### config.mk
export PLATFORM = sky130hd
export DESIGN_NAME = uart_receiver_flat
export DESIGN_NICKNAME = d
export VERILOG_FILES = /design/src/rtl/uart_receiver_if.sv /design/src/rtl/uart_receiver.sv /design/src/flat_wrapper.sv
export SDC_FILE = /design/constraint.sdc
export NUM_CORES = 1
export LEC_CHECK = 0
export ABC_CLOCK_PERIOD_IN_PS = 2450
export CORE_ASPECT_RATIO = 0.75
export CORE_MARGIN = 2
export CORE_UTILIZATION = 37
export CTS_BUF_LIST = sky130_fd_sc_hd__clkbuf_16
export CTS_CLUSTER_DIAMETER = 120
export DETAILED_ROUTE_END_ITERATION = 8
export GPL_ROUTABILITY_DRIVEN = 0
export PLACE_DENSITY = 0.58
export SYNTH_ARGS = -nofsm -noshare
export SYNTH_HDL_FRONTEND = slang
export SYNTH_SLANG_ARGS = --single-unit
### constraint.sdc
create_clock -name clk -period 2.45 [get_ports clk]
set_clock_uncertainty 0.15 [all_clocks]
set_input_delay 0.245 -clock clk [delete_from_list [all_inputs] [get_ports clk]]
set_output_delay 0.245 -clock clk [all_outputs]
set_load 0.01 [all_outputs]
### src/rtl/uart_receiver_if.sv
// Core-side handshake of the UART receiver: received byte, strobes and status.
// The receiver drives the outputs through master; the consuming core uses slave.
interface uart_receiver_if;
    logic       rd_ack;
    logic [7:0] data;
    logic       valid;
    logic       pending;
    logic       overrun;
    logic       framing_err;
    logic       busy;

    modport master (
        input  rd_ack,
        output data, valid, pending, overrun, framing_err, busy
    );

    modport slave (
        output rd_ack,
        input  data, valid, pending, overrun, framing_err, busy
    );
endinterface

### src/rtl/uart_receiver.sv
// 8N1 UART receiver, LSB first, idle-high line, with a two-flop input synchronizer,
// a pending/ack handshake to the core, and one-cycle valid/overrun/framing flags.
//
//  state | meaning
//  IDLE  | line idle, waiting for rx_s low
//  START | half a bit into the start bit, confirm it is still low
//  DATA  | sample 8 data bits at their centres
//  STOP  | sample stop bit at its centre, deliver byte or flag framing error
//  BREAK | line stuck low after a bad stop bit, wait for it to go high
module uart_receiver #(
    parameter int CLKS_PER_BIT = 261
) (
    input  logic             clk,
    input  logic             reset,
    input  logic             RxD,
    uart_receiver_if.master  rx_if
);
    localparam int HALF = CLKS_PER_BIT / 2;
    localparam int CW   = $clog2(CLKS_PER_BIT);
    localparam logic [CW-1:0] HALF_M1 = CW'(HALF - 1);
    localparam logic [CW-1:0] BIT_M1  = CW'(CLKS_PER_BIT - 1);

    typedef enum logic [2:0] {
        IDLE  = 3'd0,
        START = 3'd1,
        DATA  = 3'd2,
        STOP  = 3'd3,
        BREAK = 3'd4
    } state_t;

    state_t        state;
    logic [1:0]    sync;
    logic          rx_s;
    logic [CW-1:0] bit_cnt;
    logic [2:0]    bit_idx;
    logic [7:0]    shreg;
    logic [7:0]    data_q;
    logic          valid_q;
    logic          pending_q;
    logic          overrun_q;
    logic          framing_q;
    // Tracks an unconsumed byte; differs from pending only when rd_ack coincided with valid.
    logic          unacked;

    assign rx_s = sync[1];

    always_ff @(posedge clk or negedge reset) begin
        if (!reset) begin
            state     <= IDLE;
            sync      <= 2'b11;
            bit_cnt   <= '0;
            bit_idx   <= '0;
            shreg     <= '0;
            data_q    <= '0;
            valid_q   <= 1'b0;
            pending_q <= 1'b0;
            overrun_q <= 1'b0;
            framing_q <= 1'b0;
            unacked   <= 1'b0;
        end else begin
            sync      <= {sync[0], RxD};
            valid_q   <= 1'b0;
            overrun_q <= 1'b0;
            framing_q <= 1'b0;
            if (rx_if.rd_ack && pending_q) begin
                pending_q <= 1'b0;
                unacked   <= 1'b0;
            end

            case (state)
                IDLE: begin
                    bit_cnt <= '0;
                    if (!rx_s) state <= START;
                end
                START: begin
                    if (bit_cnt == HALF_M1) begin
                        bit_cnt <= '0;
                        bit_idx <= '0;
                        state   <= rx_s ? IDLE : DATA;
                    end else begin
                        bit_cnt <= bit_cnt + CW'(1);
                    end
                end
                DATA: begin
                    if (bit_cnt == BIT_M1) begin
                        bit_cnt <= '0;
                        shreg   <= {rx_s, shreg[7:1]};
                        bit_idx <= bit_idx + 3'd1;
                        if (bit_idx == 3'd7) state <= STOP;
                    end else begin
                        bit_cnt <= bit_cnt + CW'(1);
                    end
                end
                STOP: begin
                    if (bit_cnt == BIT_M1) begin
                        bit_cnt <= '0;
                        if (rx_s) begin
                            data_q    <= shreg;
                            valid_q   <= 1'b1;
                            pending_q <= 1'b1;
                            overrun_q <= unacked;
                            // An ack landing with the new byte counts as consuming it.
                            unacked   <= ~rx_if.rd_ack;
                            state     <= IDLE;
                        end else begin
                            framing_q <= 1'b1;
                            state     <= BREAK;
                        end
                    end else begin
                        bit_cnt <= bit_cnt + CW'(1);
                    end
                end
                BREAK: begin
                    bit_cnt <= '0;
                    if (rx_s) state <= IDLE;
                end
                default: state <= IDLE;
            endcase
        end
    end

    assign rx_if.data        = data_q;
    assign rx_if.valid       = valid_q;
    assign rx_if.pending     = pending_q;
    assign rx_if.overrun     = overrun_q;
    assign rx_if.framing_err = framing_q;
    assign rx_if.busy        = (state != IDLE);
endmodule

### src/flat_wrapper.sv
// flat-port wrapper written by rule: the top's interface ports become plain ports
module uart_receiver_flat 
#(
    parameter int CLKS_PER_BIT = 261
)
  (clk, reset, RxD, rx_if_rd_ack, rx_if_data, rx_if_valid, rx_if_pending, rx_if_overrun, rx_if_framing_err, rx_if_busy);
  uart_receiver_if rx_if_i ();
  input  logic clk;
  input  logic reset;
  input  logic RxD;
  input wire logic [$bits(rx_if_i.rd_ack)-1:0] rx_if_rd_ack;
  output wire logic [$bits(rx_if_i.data)-1:0] rx_if_data;
  output wire logic [$bits(rx_if_i.valid)-1:0] rx_if_valid;
  output wire logic [$bits(rx_if_i.pending)-1:0] rx_if_pending;
  output wire logic [$bits(rx_if_i.overrun)-1:0] rx_if_overrun;
  output wire logic [$bits(rx_if_i.framing_err)-1:0] rx_if_framing_err;
  output wire logic [$bits(rx_if_i.busy)-1:0] rx_if_busy;
  assign rx_if_i.rd_ack = rx_if_rd_ack;
  assign rx_if_data = rx_if_i.data;
  assign rx_if_valid = rx_if_i.valid;
  assign rx_if_pending = rx_if_i.pending;
  assign rx_if_overrun = rx_if_i.overrun;
  assign rx_if_framing_err = rx_if_i.framing_err;
  assign rx_if_busy = rx_if_i.busy;
  uart_receiver #(.CLKS_PER_BIT(CLKS_PER_BIT)) u_core (.clk(clk), .reset(reset), .RxD(RxD), .rx_if(rx_if_i));
endmodule
==> results of run 1 <==
-- synth_stat cells (2+ instances only) --
library cell	instances	area, µm²
clkbuf_1	3	11.26
nand3_1	2	10.01
nand2_1	10	37.54
dfstp_2	2	52.55
nand2b_1	2	12.51
mux2i_1	3	30.03
inv_1	6	22.52
nor2_1	16	60.06
a21o_1	2	15.01
xnor2_1	6	52.55
o21a_1	2	15.01
a21oi_1	2	10.01
mux2_2	17	191.4
nand4b_1	4	35.03
o21ai_0	4	20.02
dfrtp_1	36	900.9
or3_1	2	12.51
nand4_1	2	12.51
ha_1	5	62.56
nor3_1	5	25.02
-- cells in the final DEF, fill, tap and decap left out, drive strengths merged --
master         instances
dfrtp                 36
mux2                  17
nor2                  17
clkdlybuf4s50         15
nand2                 11
inv                    6
xnor2                  6
nor3                   6
ha                     5
clkbuf                 5
nand4b                 4
o21ai                  4
mux2i                  3
a21oi                  3
buf                    3
or3                    2
o21a                   2
a21o                   2
nand2b                 2
nand3                  2
nand4                  2
dfstp                  2
or2                    2
a22o                   2
or4                    1
and2                   1
or4bb                  1
a21bo                  1
or2b                   1
a2bb2oi                1
a31oi                  1
xor2                   1
bufinv                 1
clkinv                 1
dlygate4sd3            1
-- power by group through the flow --
stage          clock network (µW)  registers, µW  logic (µW)
4_1_cts                       714            633        18.5
3_5_place_dp                    0            644        17.3
5_1_grt                       747            633        20.7
2_1_floorplan                   0            643       0.626
3_3_place_gp                    0            644        16.8
6_report                      695            633        17.3
-- per-stage QoR --
stage                     hold WS [ns]  instance area, µm²  utilization, %  std cells  setup slack (ns)
after floorplan                -0.2006                1740               -        148            0.4095
after global placement          0.1965                1963           43.69        219            0.3247
after detailed placement        0.2048                1963           43.69        219            0.2616
after CTS                       0.2139                2132           47.45        227            0.2497
after global routing            0.2139                2132           47.45        227            0.1369
final                           0.2105                2132           47.45        227            0.2830
-- area by class of cell --
type,count,share of cell area [%]
Clock buffer,5,5.869
Clock inverter,2,1.585
Inverter,6,1.056
Multi-Input combinational cell,100,34.98
Sequential cell,38,44.72
Tap cell,57,3.345
Timing Repair Buffer,19,8.451
-- registers in the layout, summed over array words and instances (netlist names), 2 cells and up --
signal	count
u_core.bit_cnt	9
u_core.rx_if.data	8
u_core.shreg	8
u_core.bit_idx	3
u_core.state	3
u_core.sync	2
-- path summary, 6_finish.rpt --
kind	depth (start not counted)	from	slack (ns)	to
max	3	u_core.bit_cnt[4]	0.28	u_core.rx_if.data[4]
min	0	u_core.sync[0]	0.21	u_core.sync[1]
max reg2reg	3	u_core.bit_cnt[4]	0.28	u_core.rx_if.data[4]
min reg2reg	0	u_core.sync[0]	0.21	u_core.sync[1]
max in group asynchronous	2	reset	1.17	u_core.bit_idx[1]
min in group asynchronous	2	reset	0.46	u_core.bit_cnt[2]
-- cells by family after synthesis --
| family | share of synthesized area [%] |
|---|---|
| simple gates | 16.54 |
| flops | 54.78 |
| mux | 12.72 |
| compound gates | 6.470 |
| buf+inv | 2.372 |
| xor+xnor | 3.523 |
| fa+ha+maj | 3.595 |
-- layer usage --
| layer | vias to the layer above | track usage, % |
|---|---|---|
| met3 | 4 | 3.539 |
| met4 | 0 | 6.148 |
| met2 | 17 | 21.27 |
| li1 | 551 | - |
| met5 | - | 0 |
| met1 | 566 | 16.68 |
==> impl_results.md, run 1 <==
* CP bufs+invs at 0
* Post-Syn Nets at 157
* Routed Antenna Nets at 0
* Core Box Area at ~0.0045 mm²
* Fill cell count at 394
* DR DRC count at 0
* Cells along the critical path: or4_4 > nor3_4 > mux2_2
* Post-CTS Setup Bufs at 0
* Number of global-route vias before repair at approximately 1200
* Worst min-delay path category: flip-flop to flip-flop
* Period utilization at between 80% and 90%
* Critical path type: flip-flop to flip-flop
* # hold bufs at CTS at 1
* Final hold violations at 0
* I/O pin count at 17
* Crit Path Max Fanout at 9
* Initial antenna violation count at 0
* Sequential cell area at about 950 µm²
* Vias at approximately 1100
* Area growth from synthesis to layout at 22.50%
* Outcome: complete, no violations
* Initial Util at between 30% and 40%
* Synthesized flop and latch total at 38
* Switching share of power at between 10% and 20%
* Post-synthesis sequential area ratio at a little over half
* Cell-internal power at ~1100 µW
* Count of cell types in the netlist at 37
* Met3 wire len at between 70 and 80 µm
* CTS buffer count at 5
* Post-synth EDFFs at 0
* Syn Area/Cell at approximately 12 µm²
* WL met1 at ~1500 µm
* Max Freq at 461.5 MHz
* CTS root buf: clkbuf_16
* Post-synth ARST share at 100.0%
* Prevailing post-synth register cell: dfrtp_1
* CTS sink count at 38
* CP max-delay cell: or4_4
* Synth Instances at approximately 150
* RSZ-0062 raised after global routing: false
* Ys Warns at 0
* Initial DRC count at 65
* Critical path endpoint category: flip-flop
* Multi-input combinational cell area at about 750 µm²
* Largest net degree at the start of global routing at 39
* CTS Buffer Depth at 2
* CP peak stage delay at about 0.6 ns
* Crit path DAT at ~2.2 ns
* Slew Limit Headroom at between 40% and 50%
* Worst Setup Start Kind: flip-flop
* Die width at a little over 80 µm
* CP delay by family, top: simple AND/OR/NAND/NOR gates
* Post-Route Setup TNS at 0 ns
* Placed wire-length estimate at around 2200 µm
* Grt total ovfl at 0
* Post-route minimum period at between 2 and 2.5 ns
* Seq pwr share at between 40% and 50%
* DIE AREA at 0.005274 mm²
* Slew @ Worst Pin at 0.8306 ns
* Max_cap viols at 0
* Worst-path clk slew at about 0.050 ns
* Fraction of layout cells with a size suffix above 1 at between 20% and 30%
* # port buffers at 16
* Die span in y at 63.40 µm
* Leak pwr at 0.001014 µW
* Gr usage total at 13.21%
* Count of final setup violators at 0
* Max layer used: met4
* # rows at 21
* Netlist Area Pre-Place at approximately 0.0017 mm²
* WL final at 3077 µm
* Clock Latency Late Sink at 0.27 ns
* CTS tree: built
* Via density at roughly 5
* Clk pwr share at just over 50%
* # resized after CTS at 0
* H-tree lvl count at 2
* Met2 Wirelength at approximately 1500 µm
* PD cells at 630.9 mW/mm²
* Critical Path RT at roughly 2.5 ns
* Ant diodes at 0
* Switching power at between 200 and 250 µW
* Gate power share at 1.3%
* Nets at roughly 180
* Peak VDD IR at about 0.00041 V
* Total power at roughly 1300 µW
* Wire per inst at between 10 and 15 µm
* Slew Viols, Final at 0
* Global-route wire length before repair at about 5500 µm
* Detailed Routing Iterations Pass 1 at 4
Note: power is estimated with default switching activity, not from simulation.
==> run 2, diff against run 1 <==
Settings changed: CTS_BUF_LIST sky130_fd_sc_hd__clkbuf_16 to unset.
==> run 2 against run 1 <==
Net effect: die area unchanged; first-iteration DRC count unchanged; power decreased by 13%; clock power decreased by 25%; global-route usage decreased by 0.34 points; sequential power about the same; via count increased by 0.62%; final area decreased by 2.2%; register-to-register slack about the same; sequential cell count unchanged; setup slack got worse by 0.0049 ns; hold slack improved by 0.0025 ns; critical endpoint is now u_core.unacked; largest cell class unchanged; highest routed layer unchanged.
==> impl_results.md, run 2 (synthesized netlist as in run 1, its figures left out) <==
* Setup crit start: u_core.bit_cnt[0]
* Worst-path clk slew at 0.07 ns
* Crit Path Max Fanout at 9
* DIE AREA at 0.005274 mm²
* Wire per inst at between 10 and 15 µm
* Clock Latency Late Sink at about 0.28 ns
* Initial antenna violation count at 0
* R2r setup slk at 0.28 ns
* CP bufs+invs at 2
* R2R Path End: u_core.unacked
* Worst Setup Start Kind: flip-flop
* Worst min-delay path startpoint: u_core.sync[0]
* Gr usage total at approximately 13%
* Slew @ Worst Pin at between 0.8 and 0.9 ns
* Worst min-delay path category: flip-flop to flip-flop
* CTS Buffer Depth at 2
* Area growth from synthesis to layout at 19.84%
* # rows at 21
* Die width at 83.20 µm
* Final hold violations at 0
* CTS buffer count at 5
* Largest net degree at the start of global routing at 39
* Largest register FFs at 9
* Core Box Area at 0.004493 mm²
* Max Freq at 460.4 MHz
* Grt total ovfl at 0
* Initial DRC count at 65
* Hold path endpoint: u_core.sync[1]
* Post-Route Setup TNS at 0 ns
* # port buffers at 16
* Most frequent cells in the layout: dfrtp_1 (36), mux2_2 (17), nor2_1 (16)
* Placed instance count at 219
* Max_cap viols at 0
* CTS root buf: clkbuf_8
* CP delay by family, top: simple AND/OR/NAND/NOR gates
* Global-route wire length before repair at around 5400 µm
* Critical path endpoint category: flip-flop
* Worst-case reg-to-reg path depth at 7
* Slew Viols, Final at 0
* Initial Util at about two fifths
* Number of global-route vias before repair at 1145
* Period utilization at 88.65%
* Largest Register: u_core.bit_cnt
* Slew Limit Headroom at a little under half
* Count of final setup violators at 0
* Detailed Routing Iterations Pass 1 at 4
* RSZ-0062 raised after global routing: false
* PD cells at 562.6 mW/mm²
* CP max-delay cell: nor3_4
* Routed Antenna Nets at 0
* Critical Path RT at approximately 2.5 ns
* I/O pin count at 17
* Fill cell count at between 300 and 400
* Crit path DAT at between 2 and 2.5 ns
* Peak VDD IR at about 0.00029 V
* DR DRC count at 0
* Hold Path Cell Cnt at 0
* H-tree lvl count at 2
* Fin cells at 227
* Placed wire-length estimate at 2166 µm
* Ant diodes at 0
* FF-to-FF Start: u_core.bit_cnt[0]
* Post-CTS Setup Bufs at 0
* Cell Area, Placed at 0.001963 mm²
* Die span in y at between 60 and 70 µm
* Most common cell after layout, fill and taps aside: dfrtp_1
* Nets at approximately 180
* CP peak stage delay at 0.53 ns
* Vias at 1145
* Via density at ~5.0
* # resized after CTS at 0
* Post-route minimum period at roughly 2.2 ns
* # hold bufs at CTS at 1
* CTS sink count at 38
* Crit path depth at 7
* CTS tree: built
* Outcome: complete, no violations
* Total power at ~1200 µW
* Leak pwr at roughly 0.00099 µW
* Final instance area at approximately 0.0021 mm²
* WL final at 3032 µm
* Critical path type: flip-flop to flip-flop
* Fraction of layout cells with a size suffix above 1 at ~22%
* Cells along the critical path: inv_1 > ha_1 > nand4b_1 > nor3_4 > buf_4 > o21ai_0 > o21a_1
-- run 2: cell count changes in the layout (fill, tap and decap cells not counted) --
cell | before | now
clkbuf_8 | 0 | 6
clkinv_1 | 1 | 0
clkbuf_16 | 5 | 0
-- run 2: worst max-delay path by stage --
stage,endpoint,slack [ns]
floorplan,u_core.rx_if.data[0],0.41
global route,u_core.unacked,0.14
CTS,u_core.unacked,0.25
detailed placement,u_core.unacked,0.26
finish,u_core.unacked,0.28
global placement,u_core.rx_if.data[3],0.32
-- run 2: through the flow --
stage / setup WS [ns] / hold slack [ns] / util [%]
after floorplan: 0.4095 / -0.2006 / -
after global placement: 0.3247 / 0.1965 / 43.69
after detailed placement: 0.2616 / 0.2048 / 43.69
after CTS: 0.2465 / 0.2044 / 46.42
after global routing: 0.1378 / 0.2129 / 46.42
final: 0.2782 / 0.2130 / 46.42
-- run 2: worst reg2reg max path, stage by stage (launching register included) --
cell,delay [ns]
dfrtp_1,0.46
inv_1,0.09
ha_1,0.15
nand4b_1,0.30
nor3_4,0.53
buf_4,0.22
o21ai_0,0.07
o21a_1,0.10
-- run 2: routing by layer --
metal | vias to the layer above | GRT usage [%] | wire length, µm
li1 | 552 | - | -
met1 | 578 | 16.50 | 1493
met2 | 13 | 20.56 | 1440
met3 | 2 | 3.145 | 70
met4 | 0 | 6.148 | 28
met5 | - | 0 | 0
-- run 2: where the power goes --
part           leakage (µW)  internal [µW]  switching (µW)
Combinational      0.000427           4.62            12.6
Clock             0.0000573            325             199
Sequential         0.000509            630            1.78
-- run 2: final cells by class --
cell class                 instances  area (µm²)  share of cell area (%)
clock buffer                       6       82.58                   3.959
clock inverter                     1       30.03                   1.440
inverter                           6       22.52                   1.080
multi-input combinational        100       745.7                   35.75
sequential                        38       953.4                   45.71
tap                               57       71.32                   3.419
timing repair buffer              19       180.2                   8.638
==> run 3, diff against run 2 <==
Settings changed: SKIP_CTS_REPAIR_TIMING set to 1.
==> run 3 against run 2 <==
Net effect: sequential cell count stayed put; count of clock-buffer cells in the layout stayed put; combinational power is essentially flat; maximum frequency did not move; sequential share of layout area unchanged; power unchanged; global-route usage hardly changed; critical endpoint unchanged.
==> impl_results.md, run 3 (synthesized netlist as in run 1, its figures left out) <==
* Critical path type: flip-flop to flip-flop
* CP delay by family, top: simple AND/OR/NAND/NOR gates
* Via density at around 5.0
* Worst min-delay path category: flip-flop to flip-flop
* RSZ-0062 raised after global routing: false
* Final instance area at 0.002086 mm²
* Outcome: complete, no violations
* Fraction of layout cells with a size suffix above 1 at a little over a fifth
* Initial DRC count at 65
* CP bufs+invs at 2
* Largest register FFs at 9
* CTS root buf: clkbuf_8
* CTS sink count at 38
* Die width at between 80 and 90 µm
* Wire per inst at about 13 µm
* Slew Viols, Final at 0
* Grt total ovfl at 0
* PD cells at 562.6 mW/mm²
* Critical Path RT at around 2.5 ns
* CTS buffer count at 5
* Slew @ Worst Pin at between 0.8 and 0.9 ns
* Post-Route Setup TNS at 0 ns
* Crit Path Max Fanout at 9
* Largest Register: u_core.bit_cnt
* Initial antenna violation count at 0
* Detailed Routing Iterations Pass 1 at 4
* Critical path endpoint category: flip-flop
* Period utilization at 88.65%
* Die span in y at approximately 63 µm
* Vias at approximately 1100
* CTS Buffer Depth at 2
* # port buffers at 16
* Cell Area, Placed at approximately 0.0020 mm²
* Most frequent cells in the layout: dfrtp_1 (36), mux2_2 (17), nor2_1 (16)
* CTS tree: built
* Gr usage total at 12.84%
* DIE AREA at ~0.0053 mm²
* Ant diodes at 0
* Core Box Area at 0.004493 mm²
* Peak VDD IR at about 0.00029 V
* Worst-path clk slew at about 0.070 ns
* Global-route wire length before repair at roughly 5400 µm
* Leak pwr at about 0.001 µW
* H-tree lvl count at 2
* Routed Antenna Nets at 0
* CP peak stage delay at 0.53 ns
* Number of global-route vias before repair at 1139
* Largest net degree at the start of global routing at 39
* # rows at 21
* Count of final setup violators at 0
* Most common cell after layout, fill and taps aside: dfrtp_1
* Placed wire-length estimate at roughly 2200 µm
* Slew Limit Headroom at 45.05%
* Crit path DAT at between 2 and 2.5 ns
* I/O pin count at 17
* Worst Setup Start Kind: flip-flop
* Nets at approximately 180
* Post-route minimum period at 2.172 ns
* Cells along the critical path: inv_1 > ha_1 > nand4b_1 > nor3_4 > buf_4 > o21ai_0 > o21a_1
* DR DRC count at 0
* Final hold violations at 0
* CP max-delay cell: nor3_4
* Max Freq at 460.4 MHz
* Initial Util at 38.74%
* Area growth from synthesis to layout at 19.84%
* WL final at about 3000 µm
* Max_cap viols at 0
* Clock Latency Late Sink at 0.28 ns
## run 3: worst register-to-register path: stages, from the launching register on
cell and delay, ns:
dfrtp_1 0.46, inv_1 0.09, ha_1 0.15, nand4b_1 0.30
nor3_4 0.53, buf_4 0.22, o21ai_0 0.07, o21a_1 0.10
## run 3: final timing paths
kind,start,to,slack (ns),cells past startpoint
max,u_core.bit_cnt[0],u_core.unacked,0.28,7
min,u_core.sync[0],u_core.sync[1],0.21,0
max reg2reg,u_core.bit_cnt[0],u_core.unacked,0.28,7
min reg2reg,u_core.sync[0],u_core.sync[1],0.21,0
max in group asynchronous,reset,u_core.unacked,1.18,2
min in group asynchronous,reset,u_core.bit_cnt[2],0.45,2
## run 3: area by class of cell
type	count	area, µm²
clock buffer	6	82.58
clock inverter	1	30.03
fill	398	2407
inverter	6	22.52
multi-input combinational	100	745.7
sequential	38	953.4
tap	57	71.32
timing repair buffer	19	180.2
## run 3: routing by layer
metal | share of wire, % | up-vias | wire length [µm] | GRT usage (%)
met4 | 0.92 | 0 | 28 | 6.148
met2 | 47 | 13 | 1440 | 20.46
met5 | 0 | - | 0 | 0
met1 | 49 | 578 | 1493 | 16.50
li1 | - | 552 | - | -
met3 | 2.3 | 2 | 70 | 3.145
## run 3: metrics by stage
stage / std cells / hold WS, ns / total power [µW] / worst slack, ns / utilization, %
floorplan: 148 / -0.2006 / 643.9 / 0.4095 / -
global placement: 219 / 0.1965 / 660.5 / 0.3247 / 43.69
detailed placement: 219 / 0.2048 / 661.2 / 0.2616 / 43.69
CTS: 226 / -0.05834 / 1194 / 0.2465 / 46.20
global route: 227 / 0.2129 / 1234 / 0.1378 / 46.42
finish: 227 / 0.2130 / 1174 / 0.2782 / 46.42
## run 3: power breakdown
group | internal, µW | leakage (µW) | switching [µW]
Clock | 325 | 0.0000573 | 199
Combinational | 4.62 | 0.000427 | 12.6
Sequential | 630 | 0.000509 | 1.78
Total | 960 | 0.000994 | 213
